--- src/rtl/space_invaders_pkg.sv ---
// Shared types and sizes for the invader formation logic.
// Imported by the swarm controller and its popcount helper.
package space_invaders_pkg;

    localparam int NUM_INVADERS = 20;
    localparam int IDX_W        = 5;

    typedef enum logic [1:0] {
        GS_BEGIN    = 2'b00,
        GS_CONT     = 2'b01,
        GS_WIN      = 2'b10,
        GS_GAMEOVER = 2'b11
    } game_state_t;

    typedef enum logic [1:0] {
        SW_IDLE,
        SW_MARCH,
        SW_STEP_DOWN,
        SW_HALT
    } swarm_state_t;

endpackage

--- src/rtl/invader_popcount.sv ---
// Combinational count of alive invaders in the formation mask.
// Result is registered by the swarm controller.
module invader_popcount
    import space_invaders_pkg::*;
(
    input  logic [NUM_INVADERS-1:0] mask,
    output logic [IDX_W-1:0]        count
);

    // Sum the alive bits one by one.
    always_comb begin
        count = '0;
        for (int i = 0; i < NUM_INVADERS; i++) begin
            count = count + IDX_W'(mask[i]);
        end
    end

endmodule

--- src/rtl/invader_swarm_ctrl.sv ---
// Invader formation controller: alive mask, march, descent, speed.
// Resolves bullet hits and reports position to game FSM and renderer.
module invader_swarm_ctrl
    import space_invaders_pkg::*;
#(
    parameter int ROWS           = 4,
    parameter int COLS           = 5,
    parameter int X_SPAN         = 10,
    parameter int LINE_MAX       = 14,
    parameter int PERIOD_MIN     = 4,
    parameter int PERIOD_PER_INV = 2
) (
    input  logic                    clk,
    input  logic                    reset,
    input  logic [1:0]              game_state,
    input  logic                    hit_valid,
    input  logic [IDX_W-1:0]        hit_idx,
    output logic                    hit_ack,
    output logic                    hit_miss,
    output logic [NUM_INVADERS-1:0] invaders_left,
    output logic [IDX_W-1:0]        alive_count,
    output logic [3:0]              invader_line,
    output logic [3:0]              x_pos,
    output logic                    dir,
    output logic                    step_pulse
);

    localparam logic [NUM_INVADERS-1:0] FULL_MASK =
        NUM_INVADERS'((64'd1 << (ROWS * COLS)) - 64'd1);

    game_state_t             gs;
    swarm_state_t            state_q;
    swarm_state_t            state_d;
    logic [NUM_INVADERS-1:0] mask_d;
    logic [NUM_INVADERS-1:0] hit_oh;
    logic [IDX_W-1:0]        pop;
    logic [IDX_W-1:0]        count_d;
    logic [3:0]              line_d;
    logic [3:0]              x_d;
    logic                    dir_d;
    logic                    step_d;
    logic                    ack_d;
    logic                    miss_d;
    logic [6:0]              cnt_q;
    logic [6:0]              cnt_d;
    logic [6:0]              period_last;
    logic                    at_wall;
    logic                    hit_live;
    logic                    hit_take;

    invader_popcount u_pop (
        .mask  (invaders_left),
        .count (pop)
    );

    assign gs = game_state_t'(game_state);

    // Out-of-range indices shift the one-hot out entirely.
    assign hit_oh = NUM_INVADERS'(1) << hit_idx;

    assign period_last = 7'(PERIOD_MIN)
                       + 7'(PERIOD_PER_INV) * 7'(alive_count)
                       - 7'd1;

    assign at_wall = dir ? (x_pos == 4'(X_SPAN))
                         : (x_pos == 4'd0);

    assign hit_live = (gs == GS_CONT) &&
                      ((state_q == SW_MARCH) ||
                       (state_q == SW_STEP_DOWN));

    assign hit_take = hit_valid && hit_live &&
                      (|(invaders_left & hit_oh));

    // Next-state, march timing and hit resolution.
    always_comb begin
        state_d = state_q;
        mask_d  = invaders_left;
        count_d = alive_count;
        line_d  = invader_line;
        x_d     = x_pos;
        dir_d   = dir;
        cnt_d   = cnt_q;
        step_d  = 1'b0;
        ack_d   = hit_take;
        miss_d  = hit_valid && !hit_take;
        unique case (gs)
            GS_BEGIN: begin
                state_d = SW_IDLE;
                mask_d  = FULL_MASK;
                count_d = IDX_W'(NUM_INVADERS);
                line_d  = 4'd0;
                x_d     = 4'd0;
                dir_d   = 1'b1;
                cnt_d   = '0;
            end
            GS_WIN, GS_GAMEOVER: begin
                state_d = SW_HALT;
            end
            GS_CONT: begin
                count_d = pop;
                if (hit_take) begin
                    mask_d = invaders_left & ~hit_oh;
                end
                unique case (state_q)
                    SW_IDLE, SW_HALT: begin
                        state_d = SW_MARCH;
                        cnt_d   = '0;
                    end
                    SW_STEP_DOWN: begin
                        state_d = SW_MARCH;
                        dir_d   = ~dir;
                        step_d  = 1'b1;
                        cnt_d   = '0;
                        if (invader_line < 4'(LINE_MAX)) begin
                            line_d = invader_line + 4'd1;
                        end else begin
                            line_d = 4'(LINE_MAX);
                        end
                    end
                    SW_MARCH: begin
                        if (alive_count == '0) begin
                            cnt_d = '0;
                        end else if (cnt_q >= period_last) begin
                            cnt_d  = '0;
                            step_d = 1'b1;
                            if (at_wall) begin
                                state_d = SW_STEP_DOWN;
                            end else if (dir) begin
                                x_d = x_pos + 4'd1;
                            end else begin
                                x_d = x_pos - 4'd1;
                            end
                        end else begin
                            cnt_d = cnt_q + 7'd1;
                        end
                    end
                endcase
            end
        endcase
    end

    // State and output registers.
    always_ff @(posedge clk or negedge reset) begin
        if (!reset) begin
            state_q       <= SW_IDLE;
            invaders_left <= FULL_MASK;
            alive_count   <= IDX_W'(NUM_INVADERS);
            invader_line  <= 4'd0;
            x_pos         <= 4'd0;
            dir           <= 1'b1;
            cnt_q         <= '0;
            step_pulse    <= 1'b0;
            hit_ack       <= 1'b0;
            hit_miss      <= 1'b0;
        end else begin
            state_q       <= state_d;
            invaders_left <= mask_d;
            alive_count   <= count_d;
            invader_line  <= line_d;
            x_pos         <= x_d;
            dir           <= dir_d;
            cnt_q         <= cnt_d;
            step_pulse    <= step_d;
            hit_ack       <= ack_d;
            hit_miss      <= miss_d;
        end
    end

endmodule

--- config.mk ---
export PLATFORM = sky130hd
export DESIGN_NAME = invader_swarm_ctrl
export DESIGN_NICKNAME = d
export VERILOG_FILES = /design/src/rtl/space_invaders_pkg.sv /design/src/rtl/invader_popcount.sv /design/src/rtl/invader_swarm_ctrl.sv
export SDC_FILE = /design/constraint.sdc
export NUM_CORES = 1
export LEC_CHECK = 0
export ABC_AREA = 1
export BUFFER_PORTS_ARGS = -buffer_cell sky130_fd_sc_hd__buf_2
export CELL_PAD_IN_SITES_DETAIL_PLACEMENT = 0
export CELL_PAD_IN_SITES_GLOBAL_PLACEMENT = 1
export CORE_UTILIZATION = 48
export CTS_BUF_LIST = sky130_fd_sc_hd__clkbuf_8
export CTS_CLUSTER_DIAMETER = 40
export DETAILED_ROUTE_END_ITERATION = 16
export MAX_ROUTING_LAYER = met4
export PLACE_DENSITY_LB_ADDON = 0.08
export SETUP_SLACK_MARGIN = 0.02
export SYNTH_ARGS = -nofsm -noshare
export SYNTH_HDL_FRONTEND = slang
export SYNTH_SLANG_ARGS = --single-unit
--- constraint.sdc ---
create_clock -name clk -period 7 [get_ports clk]
set_input_delay 2.1 -clock clk [delete_from_list [all_inputs] [get_ports clk]]
set_output_delay 2.1 -clock clk [all_outputs]
set_load 0.05 [all_outputs]
==> results.toml, run 1 <==
[outcome]
status = "completed"

[worst_setup_path]
crit_fanout = 5
crit_arrival_ns = 4.56
crit_type = "reg2reg"
worst_setup_path_end_kind = "register"
start_kind = "register"
crit_path_frequent_cell = "fa_1"
cp_slowest_stage_delay_ns = 0.58
required_ns = 7.17
worstPathCellList = "ha_1, inv_1, fa_1, fa_1, fa_1, fa_1, fa_1, fa_1, inv_1, a21oi_1, or2_2, nand2_1, xnor2_1, o22ai_1"
slowest_stage = "dfstp_2"

[cts]
cts_tree = "built"
ctsResizeCount = 0
clk_latency_ns = 0.31
ctsRootBufferMaster = "clkbuf_8"
post_cts_buffers = 0
cts.path.max_buffers = 2
cts_hold_buf = 0
h-tree-depth = 2
cts_made_buffers = 5
clkTransAtPathRegs_ns = 0.09
clock-sinks = 46

[placement]
dp_cells = 558
pre_cts_slack_ns = 2.62
dp_hpwl_um = 5870
place.gp.congestion = 0.924
io_buffers = 46

[logic_synthesis]
ys_seq_area_share_pct = 35.0
synth_mux_area_share_pct = 0
ys_warn_count = 0
synth_compound_area_share_pct = 9.91
syn_avg_cell_area_um2 = 7.89
syn_nets = 473
syn_area_um2 = 3370
synth_fa_ha_area_share_pct = 16.5
synth_cell_types = 37
synth_top_family_by_area = "simple AND/OR/NAND/NOR gates"
ys_ff_latch = 46
synth_xor_xnor_area_share_pct = 2.08
yosys.area_share.simple_pct = 26.1
synth_cells = 427

[timing]
maxSlewHeadroom_pct = 30.8
setup_viol = 0
grt_setup_unrepaired = "no"
min_period_ns = 4.39
tns_ns = 0
skew_ns = 0.0139
whs_ns = 0.507
tightest_slew_ns = 1.04
min_period_over_period_pct = 62.7
hold_viol_final = 0
fin_ws_ns = 2.61
finalMaxSlewViolations = 0
max_freq_mhz = 228

[final_layout]
final_cells = 566
drive_gt1_share_pct = 18.7
diodes = 0
area_growth_pct = 9.76
nets = 515

[pwr]
p_per_area_nw_per_um2 = 397
ir_drop_mv = 0.294
p_leak_nw = 1.96

[route]
antenna_left = 0
finalWirelength_um = 7970
vias = 2928
routedWlPerCell_um = 14.1
first_iter_violations = 156
routed_via_density = 5.17
firstDrtPassIters = 4
drcViolationCount = 0

[global_route]
grt_pass1_vias = 2583
antenna_found_initial = 0
grt_pass1_wl_um = 12800
grt_max_degree = 47
grt-ovfl-total = 0
track_usage_pct = 23.2

[floorplan]
ioPinCount = 47
fp.dieW_um = 85.8
core_um2 = 6790
rows = 30
die_area_um2 = 7360
die_h_um = 85.8
start_util_pct = 49.6

[flow_run]
cap_viol_max_count = 0

[hold_path]
hp-class = "reg2reg"
worst max-delay path, delay by kind of cell, from the launching register on:
| family | cells | cell delay (ns) |
|---|---|---|
| adder cells (fa/ha/maj) | 7 | 2.93 |
| flip-flops | 1 | 0.58 |
| AND/OR/NAND/NOR | 2 | 0.33 |
| buffers and inverters | 2 | 0.16 |
| AO/OA/AOI/OAI | 2 | 0.14 |
| XOR/XNOR | 1 | 0.11 |
worst paths after layout:
path / from / to / slack, ns / depth (start not counted)
min reg2reg: invaders_left[19] / invaders_left[19] / 0.51 / 2
max: invaders_left[1] / alive_count[3] / 2.61 / 14
max reg2reg: invaders_left[1] / alive_count[3] / 2.61 / 14
max in group asynchronous: reset / x_pos[0] / 4.38 / 1
min: invaders_left[19] / invaders_left[19] / 0.51 / 2
min in group asynchronous: reset / cnt_q[2] / 1.97 / 1
placed cells by master (no fill, tap or decap), types with 15 or more instances in the layout:
cell     count
inv_1       64
nand2_1    101
nand3_1     38
ha_1        22
o21ai_0     31
buf_2       46
dfstp_2     23
a21oi_1     15
nor2_1      38
dfrtp_1     23
stage by stage:
stage | instance area, um2 | power, mW | utilization, %
final | 3700 | 1.47 | 54.5
after global routing | 3700 | 1.63 | 54.5
after CTS | 3700 | 1.49 | 54.5
after detailed placement | 3620 | 1.32 | 53.2
after global placement | 3620 | 1.31 | 53.2
after floorplan | 3370 | 1.14 | -
where the power goes:
group | leakage, nW | total (mW) | switching [mW] | internal, mW
combinational | 1.36 | 0.923 | 0.561 | 0.362
clock | 0.0467 | 0.166 | 0.0974 | 0.0681
sequential | 0.550 | 0.381 | 0.0511 | 0.330
layer usage:
metal	vias to the layer above	GRT usage (%)	part of all wire, %
met3	6	3.37	4.9
met5	-	-	0
met4	0	5.45	0.88
met2	78	32.6	43
met1	1384	35.1	51
li1	1460	-	-
cells by family after synthesis:
kind of cell	Yosys count
xor gates and xnor gates	8
DFF	46
buffers and inverters	77
and+or+nand+nor	201
AOI/OAI and AO/OA	59
adders and majority gates	36
sequential cells by signal, indices dropped and copies added, names as in the netlist, 2 cells and up:
register,count
invader_line,4
alive_count,5
cnt_q,7
invaders_left,20
state_q,2
x_pos,4
cells in the mapped netlist:
library cell   number  area share, %
nor2_2              2           0.37
a21o_1              1           0.22
nor2_4              1           0.33
or2_2               2           0.37
dfrtp_1            23             17
ha_1               22            8.2
nand3_1            38            5.6
nand3b_1            1           0.22
clkbuf_1            1           0.11
a32oi_1             1           0.26
clkbuf_8            1           0.41
xnor2_1             3           0.78
xor2_1              5            1.3
nand3_2             2           0.59
nand4_1            11            2.0
a22o_1              1           0.26
buf_4               1           0.22
nor3_1              2           0.30
o21bai_4            1           0.56
dlygate4sd1_1       1           0.26
o21a_1              1           0.22
inv_2               2           0.22
buf_1               1           0.11
fa_1               14            8.3
nor2_1             38            4.2
dfstp_2            23             18
a211oi_1            2           0.45
buf_6               6            2.0
nand2_1           101             11
nand2_2             2           0.37
a21oi_1            15            2.2
a31oi_1             1           0.19
o21ai_0            31            4.6
o22ai_1             5           0.93
nand2_4             1           0.33
inv_1              62            6.9
clkinv_1            2           0.22
area by class of cell:
class                           instances  area (um2)
Fill cell                             647        3090
Multi-Input combinational cell        304        1840
Sequential cell                        46        1180
Inverter                               66         248
Timing Repair Buffer                   46         230
Tap cell                               96         120
Clock buffer                            5        68.8
Clock inverter                          3        15.0
(Power assumes the default switching activity.)
==> run 2, diff against run 1 <==
--- a/config.mk
+++ b/config.mk
@@ -5,11 +5,11 @@
 export SDC_FILE = /design/constraint.sdc
 export NUM_CORES = 1
 export LEC_CHECK = 0
-export ABC_AREA = 1
+export ABC_AREA = 0
 export BUFFER_PORTS_ARGS = -buffer_cell sky130_fd_sc_hd__buf_2
 export CELL_PAD_IN_SITES_DETAIL_PLACEMENT = 0
 export CELL_PAD_IN_SITES_GLOBAL_PLACEMENT = 1
-export CORE_UTILIZATION = 48
+export CORE_UTILIZATION = 46
 export CTS_BUF_LIST = sky130_fd_sc_hd__clkbuf_8
 export CTS_CLUSTER_DIAMETER = 40
 export DETAILED_ROUTE_END_ITERATION = 16
==> constraint.sdc (replaced) <==
create_clock -name clk -period 4.2 [get_ports clk]
set_input_delay 1.26 -clock clk [delete_from_list [all_inputs] [get_ports clk]]
set_output_delay 1.26 -clock clk [all_outputs]
set_load 0.05 [all_outputs]
==> results.toml, run 2 <==
[outcome]
status = "finished, violations left"
violations = "negative setup slack"

[worst_setup_path]
worst_setup_path_end_kind = "register"
reg2reg_from = "invaders_left[0]"
path_buf_inv = 2
slowest_stage = "dfstp_4"
crit_path_frequent_cell = "fa_1"
worstPathCellList = "ha_4, inv_2, fa_1, fa_1, fa_1, fa_1, fa_1, fa_2, inv_2, fa_2, a21oi_2, nor2b_1, o32a_1"
crit_arrival_ns = 4.61
startpoint = "invaders_left[0]"
cp.depth = 13
crit_type = "reg2reg"
crit_fanout = 2
cp_slowest_stage_delay_ns = 0.64
r2r-end = "alive_count[4]"
worstSetupEndpoint = "alive_count[4]"
required_ns = 4.43
cp_top_family = "adder cells"
reg2reg_depth = 13
start_kind = "register"
reg2reg_setup_slack_ns = -0.17

[final_layout]
final_core_util_pct = 55.2
multi_input_area_um2 = 1790
area_growth_pct = 13.5
final_cells = 447
largest_reg_flops = 20
nets = 415
regArea_um2 = 1190
stdcell_area_um2 = 3570
layout_common_cells = "buf_2, inv_1, nand2_1, dfrtp_1"
reg_top3 = "invaders_left x20, cnt_q x7, alive_count x5"
top_register = "invaders_left"
diodes = 0
fillers = 595
layout_commonest_cell = "buf_2"
drive_gt1_share_pct = 27.0

[logic_synthesis]
ys_seq_area_share_pct = 37.5
synth_ff_type = "dfstp_2"
synthTopCellsByArea = "dfstp_2, dfrtp_1, fa_1"
syn_avg_cell_area_um2 = 9.76
ys_ff_latch = 46
synth_cell_types = 56
synth_edf_count = 0
syn_nets = 368
synth_top_cell_by_area = "dfstp_2"
syn_area_um2 = 3140
synth_cells = 322
async_flop_share_pct = 100
ys_warn_count = 0
synth.top_cells.by_count = "inv_1, nand2_1, dfrtp_1, dfstp_2, ha_1"
synth_most_common_cell = "inv_1"
synth_top_area_share_pct = 19.2

[placement]
pre_cts_slack_ns = -0.181
place.gp.congestion = 0.843
dp_hpwl_um = 5500
io_buffers = 46
placed_area_um2 = 3470
dp_cells = 439

[floorplan]
core_um2 = 6460
start_util_pct = 48.7
fp.dieW_um = 84.7
die_area_um2 = 7170
die_h_um = 84.7
rows = 29
ioPinCount = 47

[cts]
cts_hold_buf = 0
cts_tree = "built"
post_cts_buffers = 0
ctsRootBufferMaster = "clkbuf_8"
clk_latency_ns = 0.30
cts.path.max_buffers = 2
h-tree-depth = 2
cts_made_buffers = 5
clock-sinks = 46
clkTransAtPathRegs_ns = 0.09

[pwr]
p_leak_nw = 1.64
p_int_mw = 0.654
pwr-share-clk_pct = 29.6
p_per_area_nw_per_um2 = 271
total_power_mw = 0.968
power_switching_mw = 0.314
ir_drop_mv = 0.191
seqPwrFrac_pct = 49.9
comb_power_share_pct = 20.5
swShare_pct = 32.4

[global_route]
grt-ovfl-total = 0
grt_pass1_wl_um = 12500
track_usage_pct = 23.1
grt_pass1_vias = 2410
antenna_found_initial = 0
grt_max_degree = 47

[route]
vias = 2557
antenna_left = 0
finalWirelength_um = 7400
routedWlPerCell_um = 16.6
firstDrtPassIters = 6
routed_via_density = 5.72
drcViolationCount = 0
first_iter_violations = 142

[timing]
fin_ws_ns = -0.173
grt_setup_unrepaired = "yes"
setup_viol = 3
finalMaxSlewViolations = 0
hold_viol_final = 0
max_freq_mhz = 229
maxSlewHeadroom_pct = 31.6
tns_ns = -0.372
min_period_ns = 4.37
min_period_over_period_pct = 104
whs_ns = 0.523
skew_ns = 0.00870
tightest_slew_ns = 1.03

[hold_path]
hp-class = "reg2reg"

[flow_run]
cap_viol_max_count = 0
==> run 2: cell count changes in the layout (fill, tap and decap cells not counted), moves of 9 or more <==
| cell | before | now |
|---|---|---|
| inv_1 | 64 | 31 |
| nand2_1 | 101 | 26 |
| nand3_1 | 38 | 12 |
| nor2_1 | 38 | 11 |
| nor3_1 | 2 | 11 |
| nor4_1 | 0 | 9 |
| o21ai_0 | 31 | 17 |
==> run 2: kinds of logic after synthesis <==
kind of cell,Yosys count,synth area share (%)
AO/OA/AOI/OAI,73,15.2
XOR/XNOR,8,2.23
adder cells (fa/ha/maj),36,17.7
buffers and inverters,46,6.45
flip-flops,46,37.5
multiplexers,6,2.07
AND/OR/NAND/NOR,107,18.8
==> run 2: repair_timing <==
item                                   in CTS  in global routing
setup endpoints to repair                   4                  4
endpoints found under the hold margin       0                  0
pin swaps                                   0                  4
gates resized for setup                     6                  1
==> run 2: power groups by stage <==
| stage | registers [mW] | clock network [mW] | logic [mW] |
|---|---|---|---|
| detailed placement | 0.491 | 0 | 0.197 |
| finish | 0.483 | 0.286 | 0.198 |
| global route | 0.487 | 0.309 | 0.220 |
| floorplan | 0.533 | 0 | 0.104 |
| global placement | 0.490 | 0 | 0.195 |
| CTS | 0.483 | 0.292 | 0.199 |
==> run 2: worst min-delay path by stage <==
stage	from	endpoint	slack, ns	cells after the start
finish	invaders_left[14]	invaders_left[14]	0.52	2
global route	invaders_left[14]	invaders_left[14]	0.53	2
CTS	invaders_left[17]	invaders_left[17]	0.52	2
detailed placement	invaders_left[17]	invaders_left[17]	0.50	2
global placement	invaders_left[14]	invaders_left[14]	0.51	2
floorplan	cnt_q[5]	cnt_q[5]	0.48	1
==> run 2: layout make-up <==
cell class                 instances  share of cell area, %
timing repair buffer              53                   7.93
inverter                          33                   3.47
sequential                        46                   33.3
tap                               77                   2.70
clock inverter                     2                  0.246
clock buffer                       6                   2.31
multi-input combinational        230                   50.1
==> run 2: routing by layer <==
metal	vias up	global-route usage [%]	wire, um
met2	60	31.4	3180
met4	0	6.01	80
met1	1250	35.4	3830
li1	1242	-	-
met5	-	-	0
met3	5	3.74	306
==> run 2: worst register-to-register path, stage by stage (launching register included) <==
cell     delay [ns]
dfstp_4        0.64
ha_4           0.20
inv_2          0.05
fa_1           0.42
fa_1           0.46
fa_1           0.54
fa_1           0.44
fa_1           0.52
fa_2           0.19
inv_2          0.04
fa_2           0.34
a21oi_2        0.14
nor2b_1        0.05
o32a_1         0.28
==> run 3, diff against run 2 <==
--- a/config.mk
+++ b/config.mk
@@ -13,9 +13,10 @@
 export CTS_BUF_LIST = sky130_fd_sc_hd__clkbuf_8
 export CTS_CLUSTER_DIAMETER = 40
 export DETAILED_ROUTE_END_ITERATION = 16
+export GPL_ROUTABILITY_DRIVEN = 0
 export MAX_ROUTING_LAYER = met4
 export PLACE_DENSITY_LB_ADDON = 0.08
-export SETUP_SLACK_MARGIN = 0.02
+export SETUP_SLACK_MARGIN = 0.1
 export SYNTH_ARGS = -nofsm -noshare
 export SYNTH_HDL_FRONTEND = slang
 export SYNTH_SLANG_ARGS = --single-unit
==> results.toml, run 3 (synthesized netlist as in run 2, its figures left out) <==
[outcome]
status = "finished, violations left"
violations = "negative setup slack"

[global_route]
grt_max_degree = 47
use_met3_pct = 3.93
use_met1_pct = 36.1
grt-ovfl-total = 0
track_usage_pct = 23.7
antenna_found_initial = 0
gr-usage-met2_pct = 33.0
grt_pass1_vias = 2517
busiest_layer = "met1"
grt_pass1_wl_um = 12900

[worst_setup_path]
crit_arrival_ns = 4.55
cp_slowest_stage_delay_ns = 0.64
reg2reg_setup_slack_ns = -0.12
cp_top_family = "adder cells"
crit_path_frequent_cell = "fa_1"
crit_type = "reg2reg"
slowest_stage = "dfstp_4"
required_ns = 4.43
path_buf_inv = 2
worstPathCellList = "ha_4, inv_2, fa_1, fa_1, fa_1, fa_1, fa_1, fa_2, inv_2, fa_2, a21oi_2, nor2b_1, o32a_1"
crit_fanout = 2
worst_setup_path_end_kind = "register"
start_kind = "register"

[route]
first_iter_violations = 141
drcViolationCount = 0
finalWirelength_um = 7500
vias = 2618
routedWlPerCell_um = 16.7
routed_via_density = 5.84
antenna_left = 0
firstDrtPassIters = 6

[final_layout]
top_register = "invaders_left"
layout_common_cells = "buf_2, inv_1, nand2_1, dfrtp_1"
largest_reg_flops = 20
stdcell_area_um2 = 3590
reg_top3 = "invaders_left x20, cnt_q x7, alive_count x5"
nets = 416
final_core_util_pct = 55.6
area_growth_pct = 14.2
final_cells = 448
diodes = 0
layout_commonest_cell = "buf_2"
fillers = 606
drive_gt1_share_pct = 27.0

[floorplan]
fp.dieW_um = 84.7
die_area_um2 = 7170
die_h_um = 84.7
rows = 29
ioPinCount = 47
core_um2 = 6460
start_util_pct = 48.7

[pwr]
ir_drop_mv = 0.175
p_leak_nw = 1.65
p_per_area_nw_per_um2 = 281
total_power_mw = 1.01

[timing]
fin_ws_ns = -0.119
max_freq_mhz = 232
grt_setup_unrepaired = "yes"
tightest_slew_ns = 1.06
skew_ns = 0.00507
setup_viol = 4
min_period_over_period_pct = 103
hold_viol_final = 0
maxSlewHeadroom_pct = 29.4
whs_ns = 0.515
finalMaxSlewViolations = 0
min_period_ns = 4.32
tns_ns = -0.249

[cts]
clkTransAtPathRegs_ns = 0.08
cts.path.max_buffers = 2
ctsRootBufferMaster = "clkbuf_8"
clock-sinks = 46
h-tree-depth = 2
cts_tree = "built"
clk_latency_ns = 0.30
cts_made_buffers = 5
cts_hold_buf = 0

[hold_path]
hp-class = "reg2reg"

[placement]
dp_hpwl_um = 5530
pre_cts_slack_ns = -0.116
io_buffers = 46
dp_cells = 439
placed_area_um2 = 3470

[flow_run]
cap_viol_max_count = 0
[run 3: worst register-to-register path, cell delays in order (launching register included)]
cell	delay [ns]
dfstp_4	0.64
ha_4	0.20
inv_2	0.05
fa_1	0.41
fa_1	0.46
fa_1	0.51
fa_1	0.43
fa_1	0.52
fa_2	0.20
inv_2	0.04
fa_2	0.34
a21oi_2	0.14
nor2b_1	0.05
o32a_1	0.27
[run 3: layout make-up]
class / count / area [um2] / share of cell area, %
Tap cell: 77 / 96.3 / 2.68
Timing Repair Buffer: 54 / 290 / 8.09
Clock inverter: 3 / 37.5 / 1.05
Clock buffer: 5 / 68.8 / 1.92
Sequential cell: 46 / 1190 / 33.1
Multi-Input combinational cell: 230 / 1790 / 49.7
Inverter: 33 / 124 / 3.45
[run 3: timing repair]
item | CTS | global route
gates resized for setup | 6 | 0
setup endpoints to repair | 4 | 4
setup buffers | 1 | 0
pin swaps | 0 | 0
[run 3: worst paths after layout]
| kind | from | endpoint | cells after the start |
|---|---|---|---|
| max | invaders_left[0] | alive_count[4] | 13 |
| min | invaders_left[14] | invaders_left[14] | 2 |
| max reg2reg | invaders_left[0] | alive_count[4] | 13 |
| min reg2reg | invaders_left[14] | invaders_left[14] | 2 |
| max in group asynchronous | reset | alive_count[0] | 1 |
| min in group asynchronous | reset | x_pos[0] | 1 |
[run 3: routing by layer]
layer / vias up / routed length [um]
met3: 7 / 439
li1: 1239 / -
met2: 86 / 3160
met5: - / 0
met1: 1286 / 3830
met4: 0 / 68
[run 3: power by group]
part | leakage (nW) | switching, mW | internal [mW] | total (mW)
registers | 0.551 | 0.0216 | 0.461 | 0.483
logic | 1.04 | 0.138 | 0.0616 | 0.199
clock network | 0.0607 | 0.152 | 0.173 | 0.325
total | 1.65 | 0.311 | 0.697 | 1.01
